### config.mk
export PLATFORM = sky130hd
export DESIGN_NAME = cache_fill_fsm
export DESIGN_NICKNAME = d
export VERILOG_FILES = /design/src/rtl/cache_pkg.sv /design/src/rtl/cnt_3bit_wen.sv /design/src/rtl/dff.sv /design/src/rtl/cache_fill_fsm.sv
export SDC_FILE = /design/constraint.sdc
export NUM_CORES = 1
export LEC_CHECK = 0
export BUFFER_PORTS_ARGS = -buffer_cell sky130_fd_sc_hd__buf_2
export CAP_MARGIN = 0
export CORE_ASPECT_RATIO = 2
export CORE_UTILIZATION = 47
export DETAILED_ROUTE_END_ITERATION = 10
export HOLD_SLACK_MARGIN = 0.05
export PLACE_DENSITY = 0.79
export SYNTH_ARGS = -nofsm -noshare
export SYNTH_HDL_FRONTEND = slang
export SYNTH_HIERARCHICAL = 1
export SYNTH_SLANG_ARGS = --single-unit
### constraint.sdc
create_clock -name clk -period 2.69 [get_ports clk]
set_input_delay 0 -clock clk [delete_from_list [all_inputs] [get_ports clk]]
set_output_delay 0 -clock clk [all_outputs]
set_load 0.01 [all_outputs]
### src/rtl/cache_pkg.sv
// Shared definitions for the cache miss/fill path: FSM encodings, field widths
// and the block-relative word address helper.
package cache_pkg;

  typedef enum logic [1:0] {
    IDLE  = 2'd0,
    FETCH = 2'd1,
    DONE  = 2'd2
  } fill_state_e;

  localparam int WORDS_PER_BLOCK = 8;
  localparam int TAG_W           = 9;
  localparam int OFFSET_W        = 4;
  localparam int WORD_IDX_W      = 3;
  localparam int TAG_MSB         = 15;
  localparam int TAG_LSB         = 7;

  // Byte address of 16-bit word idx inside the block at base (base is block aligned).
  function automatic logic [15:0] word_addr(input logic [15:0] base,
                                            input logic [WORD_IDX_W-1:0] idx);
    return {base[15:OFFSET_W], idx, 1'b0};
  endfunction

endpackage

### src/rtl/cnt_3bit_wen.sv
// 3-bit up counter built from dff cells: increment enable, synchronous clear
// (wins over enable) and a wrap flag that is high while incrementing from 7.
module cnt_3bit_wen
  import cache_pkg::*;
(
  input  logic                  clk,
  input  logic                  rst_n,
  input  logic                  clr,
  input  logic                  en,
  output logic [WORD_IDX_W-1:0] cnt,
  output logic                  wrap
);

  logic [WORD_IDX_W-1:0] cnt_d;

  always_comb begin
    cnt_d = cnt;
    if (clr)     cnt_d = '0;
    else if (en) cnt_d = cnt + 3'd1;
  end

  assign wrap = en & ~clr & (cnt == 3'd7);

  for (genvar i = 0; i < WORD_IDX_W; i++) begin : g_bit
    dff u_dff (
      .clk   (clk),
      .rst_n (rst_n),
      .d     (cnt_d[i]),
      .q     (cnt[i])
    );
  end

endmodule

### src/rtl/dff.sv
// Single-bit D flip-flop with asynchronous active-low reset to 0.
module dff (
  input  logic clk,
  input  logic rst_n,
  input  logic d,
  output logic q
);

  always_ff @(posedge clk or negedge rst_n) begin
    if (!rst_n) q <= 1'b0;
    else        q <= d;
  end

endmodule

### src/rtl/cache_fill_fsm.sv
// Cache miss fill controller: fetches an 8-word block, steers returned words
// into the data array and pulses the tag write. CACHE_FILL_CRITICAL_WORD_FIRST_EN
// starts the fetch at the missed word instead of word 0.
module cache_fill_fsm
  import cache_pkg::*;
#(
  parameter int WORDS_PER_BLOCK = 8,
  parameter int MEM_LATENCY     = 4
) (
  input  logic        clk,
  input  logic        rst,
  input  logic        miss_detected,
  input  logic [15:0] miss_address,
  input  logic        memory_data_valid,
  output logic        fsm_busy,
  output logic        memory_read,
  output logic [15:0] memory_address,
  output logic        write_data_array,
  output logic [2:0]  word_offset,
  output logic        write_tag_array,
  output logic [8:0]  tag_out,
  output logic [1:0]  fsm_state
);

  fill_state_e           state_q, state_d;
  logic [15:0]           base_q, base_d;
  logic [TAG_W-1:0]      tag_q, tag_d;
  logic [WORD_IDX_W-1:0] start_q, start_d;
  logic                  iss_done_q, iss_done_d;
  logic                  rcv_done_q, rcv_done_d;

  logic                  iss_clr, iss_en, iss_wrap;
  logic                  rcv_clr, rcv_en, rcv_wrap;
  logic [WORD_IDX_W-1:0] iss_cnt, rcv_cnt;
  logic [WORD_IDX_W-1:0] miss_start;

`ifdef CACHE_FILL_CRITICAL_WORD_FIRST_EN
  assign miss_start = miss_address[OFFSET_W-1:1];
`else
  assign miss_start = '0;
`endif

  cnt_3bit_wen u_iss_cnt (
    .clk   (clk),
    .rst_n (rst),
    .clr   (iss_clr),
    .en    (iss_en),
    .cnt   (iss_cnt),
    .wrap  (iss_wrap)
  );

  cnt_3bit_wen u_rcv_cnt (
    .clk   (clk),
    .rst_n (rst),
    .clr   (rcv_clr),
    .en    (rcv_en),
    .cnt   (rcv_cnt),
    .wrap  (rcv_wrap)
  );

  always_ff @(posedge clk or negedge rst) begin
    if (!rst) begin
      state_q    <= IDLE;
      base_q     <= '0;
      tag_q      <= '0;
      start_q    <= '0;
      iss_done_q <= 1'b0;
      rcv_done_q <= 1'b0;
    end else begin
      state_q    <= state_d;
      base_q     <= base_d;
      tag_q      <= tag_d;
      start_q    <= start_d;
      iss_done_q <= iss_done_d;
      rcv_done_q <= rcv_done_d;
    end
  end

  always_comb begin
    state_d          = state_q;
    base_d           = base_q;
    tag_d            = tag_q;
    start_d          = start_q;
    iss_done_d       = iss_done_q;
    rcv_done_d       = rcv_done_q;
    iss_clr          = 1'b0;
    iss_en           = 1'b0;
    rcv_clr          = 1'b0;
    rcv_en           = 1'b0;
    fsm_busy         = 1'b0;
    memory_read      = 1'b0;
    memory_address   = '0;
    write_data_array = 1'b0;
    word_offset      = '0;
    write_tag_array  = 1'b0;

    case (state_q)
      IDLE: begin
        // Reset is folded in so the stall drops the instant reset asserts.
        fsm_busy = miss_detected & rst;
        if (miss_detected) begin
          base_d     = {miss_address[15:OFFSET_W], {OFFSET_W{1'b0}}};
          tag_d      = miss_address[TAG_MSB:TAG_LSB];
          start_d    = miss_start;
          iss_clr    = 1'b1;
          rcv_clr    = 1'b1;
          iss_done_d = 1'b0;
          rcv_done_d = 1'b0;
          state_d    = FETCH;
        end
      end
      FETCH: begin
        fsm_busy = 1'b1;
        if (!iss_done_q) begin
          memory_read    = 1'b1;
          memory_address = word_addr(base_q, start_q + iss_cnt);
          iss_en         = 1'b1;
          if (iss_wrap) iss_done_d = 1'b1;
        end
        // Returns are counted independently of issues; only the count matters.
        if (memory_data_valid && !rcv_done_q) begin
          write_data_array = 1'b1;
          word_offset      = start_q + rcv_cnt;
          rcv_en           = 1'b1;
          if (rcv_wrap) begin
            rcv_done_d = 1'b1;
            state_d    = DONE;
          end
        end
      end
      DONE: begin
        fsm_busy        = 1'b1;
        write_tag_array = 1'b1;
        state_d         = IDLE;
      end
      default: state_d = IDLE;
    endcase
  end

  assign tag_out   = tag_q;
  assign fsm_state = state_q;

endmodule
==> results.cfg, run 1 <==
[status]
status = finished clean

[clocking]
cts.sinks = 22
cts_tree = built
cts_hold_buffers = 13
cts_buffers = 3
post_cts.repair.setup_buffers = 0
h-tree-depth = 1
clk_latency_ns = 0.26
clk_pin_slew_worst_paths_ns = 0.07
cts_buffer_depth = 2
clockRootBuffer = clkbuf_8
ctsResizeCount = 0

[critical_path]
crit_arrival_ns = 2.37
cpMostUsedCell = inv_1
end_kind = flip-flop
cp_slowest_cell = a222oi_1
critPathMaxStageDelay_ns = 0.44
required_ns = 2.84
cp_cell_sequence = inv_1, ha_1, and2_1, nand2_1, nor2_1, inv_1, a222oi_1, mux2_2
startpoint_type = flip-flop
crit_type = flip-flop to flip-flop
critPathMaxFanout = 5

[logic_synthesis]
synth_warnings = 6
yosysUniqueCellTypes = 21
syn_area_um2 = 1250
syn_inst = 113
synth_area_leaders = dfrtp_1, mux2_2, ha_1
avgSynthCellArea_um2 = 11.0
syn_nets = 142
yosys.area.top_type = dfrtp_1
synth-seq-area-share = 0.442
synth_seq_cells = 22
yosysTopAreaCellShare = 0.442

[grt]
grt_max_degree = 24
grt_pass1_wl_um = 4360
grt_usage = 0.213
antenna_found_initial = 0
grt_overflow_total = 0
first_global_vias = 1053

[timing]
fin_crit_sh = 0.828
setup_tns_ns = 0
max_slew_margin = 0.665
holdWs_ns = 0.117
hold_violations = 0
tightest_slew_ns = 0.503
rsz0062_at_grt = no
min_period_ns = 2.23
setup_viol = 0
fmax_mhz = 449
skew_ns = 0.000936
slew_violations = 0

[placement]
place_congestion = 0.722
placed_cells = 178
dp_hpwl_um = 1780
portBuffers = 48

[route]
dr_total_vias = 987
wl_um = 2590
drc = 0
post_drt_via_cell_ratio = 5.06
wire_per_inst_um = 13.3
drt_first_iter_violations = 20
ant_nets = 0
drt-pass1-iter-count = 4

[finish]
syn2layout_area_growth_pct = 30.9
drive_above_1_share = 0.407
antenna_cells = 0
fin_nets = 197
fin_util = 0.643
stdcell_count = 195

[die]
io_pins = 54
coreArea_um2 = 2540
die_area_um2 = 2870
start_util = 0.491
dieWidth_um = 38.4
fp.dieH_um = 74.8
rows = 26

[power]
power_density_nw_per_um2 = 1080
power_leakage_nw = 0.890
ir_worst_vdd_mv = 0.827
power_w = 0.00176

[min_path]
hold_class = input pin to flip-flop

[flow_run]
maxCapViolations = 0
## flip-flops by register name, summed over array words and instances (netlist names)
register,cells
tag_out,9
base_q,3
u_iss_cnt/g_bit.u_dff/q,3
u_rcv_cnt/g_bit.u_dff/q,3
fsm_state,2
iss_done_q,1
rcv_done_q,1
## routing by layer
metal / wire length (um) / global-route usage / vias to the layer above
met5: 0 / 0 / -
met1: 966 / 0.213 / 469
met3: 157 / 0.0324 / 5
li1: - / - / 470
met4: 47 / 0.0920 / 0
met2: 1420 / 0.409 / 43
## final cells by class
| cell class | instances | area (um^2) |
|---|---|---|
| fillers | 195 | 906 |
| well taps | 28 | 35.0 |
| repair buffers | 63 | 385 |
| flip-flops and latches | 22 | 551 |
| inverters | 5 | 18.8 |
| clock buffers | 4 | 55.1 |
| multi-input cells | 73 | 587 |
## power breakdown
part	switching [W]	internal (W)	leakage (nW)
Combinational	0.000471	0.000465	0.588
Sequential	0.000109	0.000484	0.273
Clock	0.000101	0.000130	0.0288
Total	0.000682	0.00108	0.890
## cell families after synthesis
kind of cell,share of synthesized area
AOI/OAI and AO/OA,0.0412
adders and majority gates,0.0904
and+or+nand+nor,0.148
muxes,0.175
DFF,0.442
xor gates and xnor gates,0.0141
other,0.00301
buffers and inverters,0.0873
## synth_stat cells, drive strengths merged
cell,count
o22a,1
and2,16
mux2,14
xnor2,2
buf,13
nor2b,2
conb,1
a222oi,1
a31oi,1
inv,5
nor2,9
o21a,1
dfrtp,22
nand2,3
mux2i,6
ha,9
and3,3
or2b,1
a21oi,2
a221oi,1
## layout by cell type (no fill, tap or decap), types with 3 or more instances in the layout
| cell | n |
|---|---|
| buf_2 | 48 |
| dfrtp_1 | 22 |
| and2_1 | 16 |
| mux2_2 | 14 |
| dlygate4sd3_1 | 13 |
| nor2_1 | 9 |
| ha_1 | 9 |
| mux2i_1 | 6 |
| inv_1 | 5 |
| clkbuf_8 | 4 |
| nand2_1 | 3 |
| and3_1 | 3 |
## critical path, delay by kind of cell (launching register included)
kind	cells	cell delay, ns
multiplexers	1	0.39
adder cells (fa/ha/maj)	1	0.24
AO/OA/AOI/OAI	1	0.44
flip-flops	1	0.42
AND/OR/NAND/NOR	3	0.45
buffers and inverters	2	0.17
## through the flow
step / instance area, um^2 / worst slack (ns)
floorplan: 1250 / 0.371
global placement: 1450 / 0.524
detailed placement: 1450 / 0.470
CTS: 1630 / 0.455
global route: 1630 / 0.238
finish: 1630 / 0.462
## final timing paths
path | start | to | slack (ns) | depth (start not counted)
worst max-delay path | fsm_state[1]$_DFFE_PN0P_ | fsm_state[0]$_DFFE_PN0P_ | 0.46 | 8
worst min-delay path | miss_detected | iss_done_q$_DFFE_PN0P_ | 0.12 | 3
worst max register to register | fsm_state[1]$_DFFE_PN0P_ | fsm_state[0]$_DFFE_PN0P_ | 0.46 | 8
worst min register to register | base_q[4]$_DFFE_PN0P_ | base_q[4]$_DFFE_PN0P_ | 0.50 | 1
max in group asynchronous | rst | fsm_state[0]$_DFFE_PN0P_ | 2.11 | 2
min in group asynchronous | rst | tag_out[4]$_DFFE_PN0P_ | 0.24 | 2
Note: power is estimated with default switching activity, not from simulation.
==> run 2: changes to the inputs <==
--- a/config.mk
+++ b/config.mk
@@ -8,10 +8,10 @@
 export BUFFER_PORTS_ARGS = -buffer_cell sky130_fd_sc_hd__buf_2
 export CAP_MARGIN = 0
 export CORE_ASPECT_RATIO = 2
-export CORE_UTILIZATION = 47
+export CORE_UTILIZATION = 42
 export DETAILED_ROUTE_END_ITERATION = 10
 export HOLD_SLACK_MARGIN = 0.05
-export PLACE_DENSITY = 0.79
+export PLACE_DENSITY = 0.75
 export SYNTH_ARGS = -nofsm -noshare
 export SYNTH_HDL_FRONTEND = slang
 export SYNTH_HIERARCHICAL = 1
==> constraint.sdc (replaced) <==
create_clock -name clk -period 1.89 [get_ports clk]
set_input_delay 0 -clock clk [delete_from_list [all_inputs] [get_ports clk]]
set_output_delay 0 -clock clk [all_outputs]
set_load 0.01 [all_outputs]
==> results.cfg, run 2 (synthesis results as in run 1) <==
[clocking]
clk_pin_slew_worst_paths_ns = 0.08
cts_tree = built
clk_latency_ns = 0.26
h-tree-depth = 1
clockRootBuffer = clkbuf_8
cts_buffer_depth = 2
cts_buffers = 3
cts.sinks = 22

[die]
dieWidth_um = 40.5
fp.dieH_um = 79.0
io_pins = 54
die_area_um2 = 3200
rows = 27
coreArea_um2 = 2770
start_util = 0.450

[route]
drc = 0
ant_nets = 0
post_drt_via_cell_ratio = 5.05
dr_total_vias = 1045
wl_um = 2560
wire_per_inst_um = 12.4
drt-pass1-iter-count = 4
drt_first_iter_violations = 19

[placement]
place_congestion = 0.745
dp_hpwl_um = 1940
portBuffers = 48

[min_path]
min_to = iss_done_q$_DFFE_PN0P_
hold_depth = 3
hold_class = input pin to flip-flop
hold_start = miss_detected

[power]
ir_worst_vdd_mv = 0.907
pwr-share-clk = 0.107
power.net_switching_w = 0.00103
power_leakage_nw = 0.949
sequentialPowerShare = 0.314
power.share.combinational = 0.580
power_w = 0.00271
internal_power_w = 0.00168
power_switching_share = 0.379
power_density_nw_per_um2 = 1540

[timing]
min_period_ns = 1.84
fmax_mhz = 545
rsz0062_at_grt = yes
fin_crit_sh = 0.971
setup_viol = 0
skew_ns = 0.00554
slew_violations = 0
holdWs_ns = 0.145
hold_violations = 0

[critical_path]
r2r_start = fsm_state[0]$_DFFE_PN0P_
crit_type = flip-flop to flip-flop
r2r_end = fsm_state[0]$_DFFE_PN0P_
crit_start = fsm_state[0]$_DFFE_PN0P_
rr_worst_depth = 9
end_kind = flip-flop
critPathMaxFanout = 7
r2r_slack_ns = 0.05
required_ns = 2.04
crit_arrival_ns = 1.98
startpoint_type = flip-flop

[finish]
largest_register_ff_count = 9
fillers = 243
drive_above_1_share = 0.506
final_common_cell = buf_2
syn2layout_area_growth_pct = 41.8
fin_nets = 208
antenna_cells = 0
final_cell_mix = buf_2, dfrtp_1, and2_1

[grt]
grt_overflow_total = 0
grt_usage = 0.176
grt_max_degree = 23
grt_pass1_wl_um = 4060
antenna_found_initial = 0
first_global_vias = 1021

[flow_run]
maxCapViolations = 0

[status]
status = finished clean
==> run 2: cell types whose count changed in the layout (fill, tap and decap cells not counted), sizes merged <==
| cell | previous run | this run |
|---|---|---|
| buf | 50 | 61 |
==> run 2: how the worst max path moves through the flow <==
stage	end	slack, ns	cells past startpoint
5_1_grt	fsm_state[0]$_DFFE_PN0P_	-0.03	9
3_3_place_gp	fsm_state[1]$_DFFE_PN0P_	0.07	8
3_5_place_dp	fsm_state[0]$_DFFE_PN0P_	-0.03	8
6_report	fsm_state[0]$_DFFE_PN0P_	0.05	9
4_1_cts	fsm_state[0]$_DFFE_PN0P_	0.002	9
2_1_floorplan	fsm_state[0]$_DFFE_PN0P_	-0.02	9
==> run 2: worst max-delay path: stages (launching register included) <==
cell and delay, ns:
dfrtp_2 0.43, inv_2 0.07, ha_4 0.19, nand2_4 0.07
inv_4 0.03, nor2_1 0.09, inv_1 0.06, a222oi_1 0.29
buf_4 0.19, mux2_4 0.29
==> run 2: routing by layer <==
layer  up-vias  GRT usage  wire length [um]
met5         -          0                 0
met4         0     0.0600                29
met3         4     0.0196               148
met2        53      0.329              1370
met1       492      0.182              1020
li1        496          -                 -
==> run 2: timing repair <==
item | CTS | global route
hold buffers | 13 | 0
buffers inserted | 1 | 3
resized for setup | 0 | 7
endpoints found under the hold margin | 34 | 0
pin swaps | 1 | 2
endpoints found under the setup margin | 2 | 15
==> run 2: cell type report <==
type / instances / area [um^2] / area share
Tap cell: 29 / 36.3 / 0.0205
Sequential cell: 22 / 553 / 0.313
Inverter: 5 / 23.8 / 0.0135
Clock buffer: 4 / 45.0 / 0.0255
Timing Repair Buffer: 74 / 472 / 0.267
Multi-Input combinational cell: 73 / 637 / 0.360
==> run 2: power by group through the flow <==
stage          Sequential (W)  Combinational [W]  Clock, W
2_1_floorplan        0.000836            0.00107         0
3_3_place_gp         0.000839            0.00141         0
3_5_place_dp         0.000855            0.00146         0
4_1_cts              0.000851            0.00151  0.000298
5_1_grt              0.000883            0.00173  0.000324
6_report             0.000851            0.00157  0.000290
==> run 2: per-stage QoR <==
step / TNS, ns / setup WS (ns) / cell area [um^2] / std cells / utilization
2_1_floorplan: -0.0491 / -0.0245 / 1290 / 113 / -
3_3_place_gp: 0 / 0.0725 / 1540 / 186 / 0.556
3_5_place_dp: -0.0497 / -0.0281 / 1540 / 186 / 0.556
4_1_cts: 0 / 0.00233 / 1720 / 204 / 0.622
5_1_grt: -0.0613 / -0.0326 / 1770 / 207 / 0.638
6_report: 0 / 0.0548 / 1770 / 207 / 0.638
